[src/rtl/fetch_pkg.sv]
// Shared definitions for the instruction fetch controller: state encoding,
// parameter defaults and a small address-alignment helper.
package fetch_pkg;

    typedef enum logic [1:0] {
        IDLE  = 2'd0,
        FETCH = 2'd1,
        HOLD  = 2'd2,
        ERR   = 2'd3
    } state_t;

    localparam logic [31:0] RESET_PC_DEFAULT = 32'h0000_3000;
    localparam int          TIMEOUT_DEFAULT  = 16;

    // Instructions are word aligned; any set low bit in a target is illegal.
    function automatic logic misaligned(input logic [31:0] addr);
        return addr[1:0] != 2'b00;
    endfunction

endpackage

[src/rtl/fetch_redirect_buf.sv]
// Pending-redirect register: remembers a branch target requested while no PC
// write was happening, so it can be applied at the next PC write.
module fetch_redirect_buf (
    input  logic        clk,
    input  logic        reset,
    input  logic        br_valid,
    input  logic [31:0] br_target,
    input  logic        pc_we,
    output logic        pending,
    output logic [31:0] target
);

    // A PC write consumes any pending redirect; otherwise the latest branch wins.
    always_ff @(posedge clk or posedge reset) begin
        if (reset) begin
            pending <= 1'b0;
            target  <= 32'h0;
        end else if (pc_we) begin
            pending <= 1'b0;
        end else if (br_valid) begin
            pending <= 1'b1;
            target  <= br_target;
        end
    end

endmodule

[src/rtl/fetch_ctrl.sv]
// Instruction fetch controller. Requests instructions, offers them to decode,
// parks a word in a hold register while decode stalls, computes the next PC
// (with a one-instruction delay slot for redirects) and flags fetch errors.
//
// Handshake to decode: an instruction is offered when instr_valid=1 and is
// accepted in any cycle where instr_valid=1 and stall_d=0; the offered word
// must stay stable until accepted, which the hold register guarantees.
module fetch_ctrl
    import fetch_pkg::*;
#(
    parameter logic [31:0] RESET_PC = RESET_PC_DEFAULT,
    parameter int          TIMEOUT  = TIMEOUT_DEFAULT
) (
    input  logic        clk,
    input  logic        reset,
    input  logic [31:0] pc_in,
    input  logic [31:0] instr_in,
    input  logic        im_ready,
    input  logic        stall_d,
    input  logic        br_valid,
    input  logic [31:0] br_target,
    output logic        im_req,
    output logic        pc_we,
    output logic [31:0] npc,
    output logic        instr_valid,
    output logic [31:0] instr_out,
    output logic        fetch_err,
    output logic [31:0] fetch_cnt,
    output state_t      dbg_state
);

    state_t      state;
    state_t      state_nxt;
    logic [31:0] hold_q;
    logic [15:0] wait_cnt;
    logic        latch_hold;
    logic        bad_br;
    logic        redir_pending;
    logic [31:0] redir_target;

    assign bad_br    = br_valid && misaligned(br_target);
    assign dbg_state = state;

    fetch_redirect_buf u_redirect (
        .clk      (clk),
        .reset    (reset),
        .br_valid (br_valid),
        .br_target(br_target),
        .pc_we    (pc_we),
        .pending  (redir_pending),
        .target   (redir_target)
    );

    // State register.
    always_ff @(posedge clk or posedge reset) begin
        if (reset) state <= IDLE;
        else       state <= state_nxt;
    end

    // Next-state and per-state outputs; a bad branch target wins over everything.
    always_comb begin
        state_nxt   = state;
        im_req      = 1'b0;
        instr_valid = 1'b0;
        instr_out   = 32'h0;
        pc_we       = 1'b0;
        latch_hold  = 1'b0;
        case (state)
            IDLE: begin
                state_nxt = bad_br ? ERR : FETCH;
            end
            FETCH: begin
                im_req      = 1'b1;
                instr_valid = im_ready;
                instr_out   = instr_in;
                if (bad_br) begin
                    state_nxt = ERR;
                end else if (im_ready) begin
                    if (!stall_d) begin
                        pc_we = 1'b1;
                    end else begin
                        latch_hold = 1'b1;
                        state_nxt  = HOLD;
                    end
                end else if (wait_cnt == 16'(TIMEOUT - 1)) begin
                    state_nxt = ERR;
                end
            end
            HOLD: begin
                instr_valid = 1'b1;
                instr_out   = hold_q;
                if (bad_br) begin
                    state_nxt = ERR;
                end else if (!stall_d) begin
                    pc_we     = 1'b1;
                    state_nxt = FETCH;
                end
            end
            ERR: begin
                state_nxt = ERR;
            end
            default: begin
                state_nxt = IDLE;
            end
        endcase
    end

    // Next PC: a redirect this cycle beats a pending one, which beats sequential.
    always_comb begin
        if (reset)              npc = RESET_PC;
        else if (br_valid)      npc = br_target;
        else if (redir_pending) npc = redir_target;
        else                    npc = pc_in + 32'd4;
    end

    // Consecutive memory-wait cycles while fetching; cleared otherwise.
    always_ff @(posedge clk or posedge reset) begin
        if (reset)                       wait_cnt <= 16'h0;
        else if (state == FETCH && !im_ready) wait_cnt <= wait_cnt + 16'd1;
        else                             wait_cnt <= 16'h0;
    end

    // Hold register captures the word decode could not take.
    always_ff @(posedge clk or posedge reset) begin
        if (reset)           hold_q <= 32'h0;
        else if (latch_hold) hold_q <= instr_in;
    end

    // Accepted-instruction counter, free running with natural wrap.
    always_ff @(posedge clk or posedge reset) begin
        if (reset)      fetch_cnt <= 32'h0;
        else if (pc_we) fetch_cnt <= fetch_cnt + 32'd1;
    end

    // Sticky error flag, set on any transition into the error state.
    always_ff @(posedge clk or posedge reset) begin
        if (reset)                 fetch_err <= 1'b0;
        else if (state_nxt == ERR) fetch_err <= 1'b1;
    end

endmodule

[config.mk]
export PLATFORM = sky130hd
export DESIGN_NAME = fetch_ctrl
export DESIGN_NICKNAME = d
export VERILOG_FILES = /design/src/rtl/fetch_pkg.sv /design/src/rtl/fetch_redirect_buf.sv /design/src/rtl/fetch_ctrl.sv
export SDC_FILE = /design/constraint.sdc
export NUM_CORES = 1
export LEC_CHECK = 0
export CAP_MARGIN = 5
export CORE_ASPECT_RATIO = 0.7
export CORE_MARGIN = 2
export CORE_UTILIZATION = 40
export CTS_BUF_LIST = sky130_fd_sc_hd__clkbuf_8 sky130_fd_sc_hd__clkbuf_16
export CTS_CLUSTER_DIAMETER = 50
export DETAILED_ROUTE_END_ITERATION = 12
export GPL_ROUTABILITY_DRIVEN = 0
export PLACE_DENSITY = 0.67
export SLEW_MARGIN = 30
export SYNTH_ARGS = -nofsm -noshare
export SYNTH_HDL_FRONTEND = slang
export SYNTH_SLANG_ARGS = --single-unit
[constraint.sdc]
create_clock -name clk -period 7.1 [get_ports clk]
set_input_delay 1.065 -clock clk [delete_from_list [all_inputs] [get_ports clk]]
set_output_delay 1.065 -clock clk [all_outputs]
set_load 0.1 [all_outputs]
==> flow_metrics.tcl, run 1 <==
set metrics [dict create \
    async_reset_ff_frac 1.00 \
    synth_area_um2 6710 \
    slowest_delay_ns 1.15 \
    crit_top_cell "clkdlybuf4s50_1" \
    synth_top_flop_cell "dfrtp_1" \
    path_class "input port to output pin" \
    post_drt_wl_per_cell_um 17.6 \
    cts_tree "yes" \
    synth_area_per_cell_um2 9.58 \
    cts.reportedPaths.clkPinSlew_ns 0.05 \
    finalSetupViolCount 0 \
    tightest_slew_ns 1.03 \
    p_leak_nw 3.96 \
    cp_top_family "buffers and inverters" \
    status "finished clean" \
    drive_gt1_frac 0.119 \
    ys_top_cells_by_area "dfrtp_1 43%, mux2_2 10%, xor2_1 4.6%" \
    cts_num_sinks 116 \
    ctsHtreeMaxLevel 4 \
    pwr_density_cell_nw_per_um2 408 \
    cts_root_buffer "clkbuf_16" \
    critPathSlowestCell "clkdlybuf4s50_1" \
    rows 39 \
    hold_path.class "flip-flop to flip-flop" \
    yosys.cell_types.count 50 \
    cp_max_fo 6 \
    hold_buffers 0 \
    cts_buffers 17 \
    synth_seq_area_share 0.433 \
    die_y_um 112 \
    whs_ns 0.475 \
    cts_setup_buffers 0 \
    rsz0062_at_grt "no" \
    dr.pass1.iters 5 \
    maxCapViolCount 0 \
    post-dp-hpwl_mm 14.2 \
    start_util 0.410 \
    vias 6128 \
    grt_overflow 0 \
    syn-instance-count 700 \
    critPathRequiredTime_ns 6.03 \
    clock-skew-final_ns 0.0163 \
    post_drt_via_cell_ratio 5.44 \
    synth_top_area_cell "dfrtp_1" \
    antenna_left 0 \
    finalNonFillerCells 1126 \
    insertion_delay_ns 0.41 \
    timing.critical_path.from_type "input port" \
    drt_iter0_drc 516 \
    yosysWarnings 0 \
    hold_viol_final 0 \
    wirelength_mm 19.8 \
    yosys_register_bits 116 \
    core_region_area_um2 16300 \
    synth_top_area_frac 0.433 \
    synth_nets 808 \
    synth_enable_flop_cells 0 \
    grt_pass1_wl_mm 32.3 \
    fin_setup_tns_ns 0 \
    grt_max_degree 87 \
    slew_viol_final 0 \
    fmax_mhz 176 \
    critPathCaptureType "output pin" \
    syn_to_final_growth_pct 42.1 \
    ios 203 \
    cp.arrival_ns 4.61 \
    fin_util 0.583 \
    cp_num_buf_inv 2 \
    die_w_um 159 \
    dpl.cell_count 1094 \
    antenna_found_initial 1 \
    nFillCells 1397 \
    ir_drop_v 0.000437 \
    dieArea_um2 17800 \
    io_buffers 202 \
    cts_resized 0 \
    max-slew-margin-rel 0.310 \
    clk_path_buf_depth 2 \
    grt_use_total 0.224 \
    drc 0 \
    grt_pass1_vias 6305 \
    crit_chain "clkdlybuf4s50_1 > ha_1 > nand2_1 > or4_1 > nor4_1 > o21ai_1 > a21oi_1 > clkdlybuf4s50_1" \
    period_share 0.799 \
    period_needed_ns 5.67 \
    nets 996 \
    power_mw 3.89 \
]
[state kept, by name, summed over array words and instances (netlist names)]
signal / count
dbg_state: 2
fetch_cnt: 32
u_redirect.pending: 1
hold_q: 32
fetch_err: 1
wait_cnt: 16
u_redirect.target: 32
[cells by family (layout without fill, tap and decap cells)]
family,Yosys count,after routing,share of synthesized area
AOI/OAI and AO/OA,121,121,0.117
xor gates and xnor gates,64,64,0.0836
other,0,1,0
DFF,116,116,0.433
muxes,71,71,0.118
buffers and inverters,66,266,0.0382
and+or+nand+nor,255,255,0.198
adders and majority gates,7,7,0.0131
[stage by stage]
step	setup WS [ns]	instance area (um^2)
6_report	1.43	9530
3_3_place_gp	1.56	8910
5_1_grt	1.29	9530
3_5_place_dp	1.45	8910
4_1_cts	1.44	9530
2_1_floorplan	0.240	6710
[where the power goes]
| group | total, mW | internal (mW) | leakage (nW) | switching [mW] |
|---|---|---|---|---|
| combinational | 2.09 | 0.592 | 2.19 | 1.50 |
| clock | 0.896 | 0.598 | 0.305 | 0.298 |
| sequential | 0.904 | 0.810 | 1.46 | 0.0937 |
| total | 3.89 | 2.00 | 3.96 | 1.89 |
[cells in the mapped netlist, drive strengths merged (11+ instances only)]
library cell / n
a21oi: 40
a22oi: 32
and3: 17
buf: 11
clkbuf: 31
dfrtp: 116
inv: 24
mux2: 62
nand2: 50
nand3: 25
nand4: 26
nor2: 67
nor2b: 35
nor4: 11
o21ai: 15
xnor2: 29
xor2: 35
[layer usage]
layer / track usage / wire, um / vias up
met3: 0.0769 / 1700 / 32
li1: - / - / 2869
met5: 0.00802 / 0 / -
met1: 0.295 / 8790 / 2969
met2: 0.351 / 8980 / 258
met4: 0.0703 / 301 / 0
[cell usage in the layout, fill, tap and decap left out, drive strengths merged, types with 3 or more instances in the layout]
cell type / n
nor3: 9
and4: 7
inv: 27
nor4: 11
mux2: 62
a22oi: 32
o31ai: 3
nand4: 26
a2111oi: 3
buf: 11
mux2i: 9
clkinvlp: 3
a31oi: 3
nor2b: 35
a21oi: 40
a211oi: 6
clkbuf: 20
nand2: 50
xnor2: 29
dfrtp: 116
bufinv: 4
xor2: 35
ha: 7
and3: 17
o21ai: 15
nor2: 67
nand3: 25
clkdlybuf4s50: 199
[worst paths after layout]
kind / start / end / slack (ns) / cells past startpoint
max: pc_in[2] / npc[28] / 1.43 / 8
min: wait_cnt[0] / wait_cnt[0] / 0.48 / 1
max reg2reg: dbg_state[0] / fetch_cnt[31] / 4.05 / 8
min reg2reg: wait_cnt[0] / wait_cnt[0] / 0.48 / 1
max in group asynchronous: reset / u_redirect.target[17] / 4.66 / 4
min in group asynchronous: reset / fetch_cnt[14] / 1.31 / 3
[cell type report]
class	count	area, um^2	area share
multi-input combinational	518	3560	0.373
sequential	116	2900	0.305
timing repair buffer	211	2080	0.218
clock buffer	19	453	0.0475
tap	225	282	0.0295
clock inverter	12	164	0.0172
inverter	24	92.6	0.00972
antenna	1	2.50	0.000263
Power figures use the tool's default switching activity.
==> run 2: changes to the inputs <==
==> constraint.sdc (replaced) <==
create_clock -name clk -period 5.6 [get_ports clk]
set_input_delay 0.84 -clock clk [delete_from_list [all_inputs] [get_ports clk]]
set_output_delay 0.84 -clock clk [all_outputs]
set_load 0.1 [all_outputs]
==> run 2 against run 1 <==
  * Register-to-register slack worse by 1.4 ns
  * First-iteration DRC count is 0.19% lower
  * Utilization hardly changed
  * Critical path type is now flip-flop to output pin
  * Combinational power is 26% higher
==> flow_metrics.tcl, run 2 (synthesis results as in run 1) <==
set metrics [dict create \
    status "finished clean" \
    grt_use_total 0.223 \
    core_region_area_um2 16300 \
    critPathRequiredTime_ns 4.76 \
    p_comb_frac 0.524 \
    vias 6150 \
    cp_top_family "buffers and inverters" \
    finalNonFillerCells 1127 \
    p_leak_nw 4.02 \
    drive_gt1_frac 0.145 \
    top_regs "fetch_cnt: 32 flops, hold_q: 32 flops, u_redirect.target: 32 flops" \
    cts_buffers 17 \
    r2r.worst_path.cells 8 \
    finalSetupViolCount 0 \
    cts_tree "yes" \
    slew_viol_final 0 \
    hold_path.class "flip-flop to flip-flop" \
    syn_to_final_growth_pct 42.1 \
    rows 39 \
    diodes 0 \
    period_needed_ns 4.57 \
    die_y_um 112 \
    cts_root_buffer "clkbuf_16" \
    cp_max_fo 33 \
    path_class "flip-flop to output pin" \
    pwr-share-seq 0.234 \
    grt_pass1_wl_mm 31.9 \
    fmax_mhz 219 \
    io_buffers 202 \
    hold_buffers 0 \
    hold_end "fetch_cnt[31]" \
    cts.reportedPaths.clkPinSlew_ns 0.06 \
    final_common_cell "clkdlybuf4s50_1" \
    cp_num_buf_inv 3 \
    cp.arrival_ns 3.73 \
    cellInternalPower_mw 2.61 \
    drc 0 \
    grt_overflow 0 \
    dieArea_um2 17800 \
    timing.critical_path.from_type "flip-flop" \
    ctsHtreeMaxLevel 4 \
    post_drt_wl_per_cell_um 17.8 \
    ios 203 \
    die_w_um 159 \
    tightest_slew_ns 1.04 \
    grt_max_degree 57 \
    final_cell_mix "178 x clkdlybuf4s50_1, 115 x dfrtp_1, 67 x nor2_1, 62 x mux2_2, 50 x nand2_1" \
    ir_drop_v 0.000587 \
    wirelength_mm 20.0 \
    crit_top_cell "inv_1" \
    switching_share 0.480 \
    dr.pass1.iters 5 \
    cts_resized 0 \
    grt_pass1_vias 6205 \
    post-dp-hpwl_mm 14.1 \
    clock-skew-final_ns 0.00927 \
    dpl.cell_count 1096 \
    rsz0062_at_grt "no" \
    crit_chain "inv_1 > ha_1 > nor2b_1 > nand2_1 > inv_1 > clkdlybuf4s50_1" \
    antenna_found_initial 0 \
    hold_viol_final 0 \
    max-slew-margin-rel 0.303 \
    insertion_delay_ns 0.41 \
    pwr_density_cell_nw_per_um2 527 \
    finalWorstSetupSlack_ns 1.03 \
    min-delay-start "fetch_cnt[31]" \
    p_clk_frac 0.242 \
    critPathSlowestCell "clkdlybuf4s50_1" \
    critPathCaptureType "output pin" \
    crit_start "dbg_state[1]" \
    preCtsSetupSlack_ns 1.25 \
    r2r_slack_ns 2.60 \
    post_drt_via_cell_ratio 5.46 \
    drt_iter0_drc 515 \
    maxCapViolCount 0 \
    min_path_cells 1 \
    power_switching_mw 2.41 \
    timing.rr.end "fetch_cnt[31]" \
    cts_num_sinks 116 \
    antenna_left 0 \
    slowest_delay_ns 1.21 \
    start_util 0.410 \
    cts_setup_buffers 0 \
    rr_startpoint "dbg_state[1]" \
    nets 998 \
    clk_path_buf_depth 2 \
    period_share 0.816 \
]
## run 2: changes by cell type in the layout (fill, tap and decap cells not counted)
cell,delta
clkinv_4,+1
diode_2,-1
clkbuf_2,-1
clkinvlp_4,-2
inv_4,-1
dfrtp_2,+1
clkinv_2,+1
dfrtp_1,-1
buf_6,-1
buf_2,-1
clkdlybuf4s50_1,-21
bufinv_16,+2
clkbuf_8,-1
buf_4,+26
## run 2: area by class of cell
cell class	count	area, um^2
repair buffers	213	2040
multi-input cells	518	3560
fillers	1410	6820
inverters	24	93.8
clock buffers	18	439
flip-flops and latches	116	2900
clock inverters	13	215
well taps	225	282
## run 2: how the worst max path moves through the flow
| stage | endpoint | slack, ns | cells past startpoint |
|---|---|---|---|
| 3_3_place_gp | npc[21] | 1.29 | 7 |
| 5_1_grt | pc_we | 0.81 | 6 |
| 4_1_cts | pc_we | 0.99 | 6 |
| 3_5_place_dp | npc[21] | 1.25 | 7 |
| 2_1_floorplan | npc[11] | -0.03 | 5 |
| 6_report | pc_we | 1.03 | 6 |
## run 2: per-stage QoR
| step | instance area, um^2 | power [mW] | utilization | hold slack (ns) | TNS, ns |
|---|---|---|---|---|---|
| 6_report | 9530 | 5.02 | 0.583 | 0.484 | 0 |
| 5_1_grt | 9530 | 5.24 | 0.583 | 0.488 | 0 |
| 4_1_cts | 9520 | 5.06 | 0.583 | 0.483 | 0 |
| 3_5_place_dp | 8870 | 3.81 | 0.543 | 0.470 | 0 |
| 3_3_place_gp | 8870 | 3.76 | 0.543 | 0.446 | 0 |
| 2_1_floorplan | 6710 | 3.19 | - | 0.433 | -0.0282 |
## run 2: layer usage
metal,up-vias,part of all wire,GRT usage
li1,2866,-,-
met1,3031,0.46,0.306
met2,232,0.45,0.343
met3,21,0.076,0.0636
met4,0,0.014,0.0728
met5,-,0,0
## run 2: power groups by stage
stage | combinational (mW) | clock [mW] | sequential (mW)
floorplan | 1.93 | 0 | 1.25
global placement | 2.60 | 0 | 1.17
detailed placement | 2.63 | 0 | 1.18
CTS | 2.65 | 1.24 | 1.17
global route | 2.76 | 1.28 | 1.20
finish | 2.63 | 1.21 | 1.17
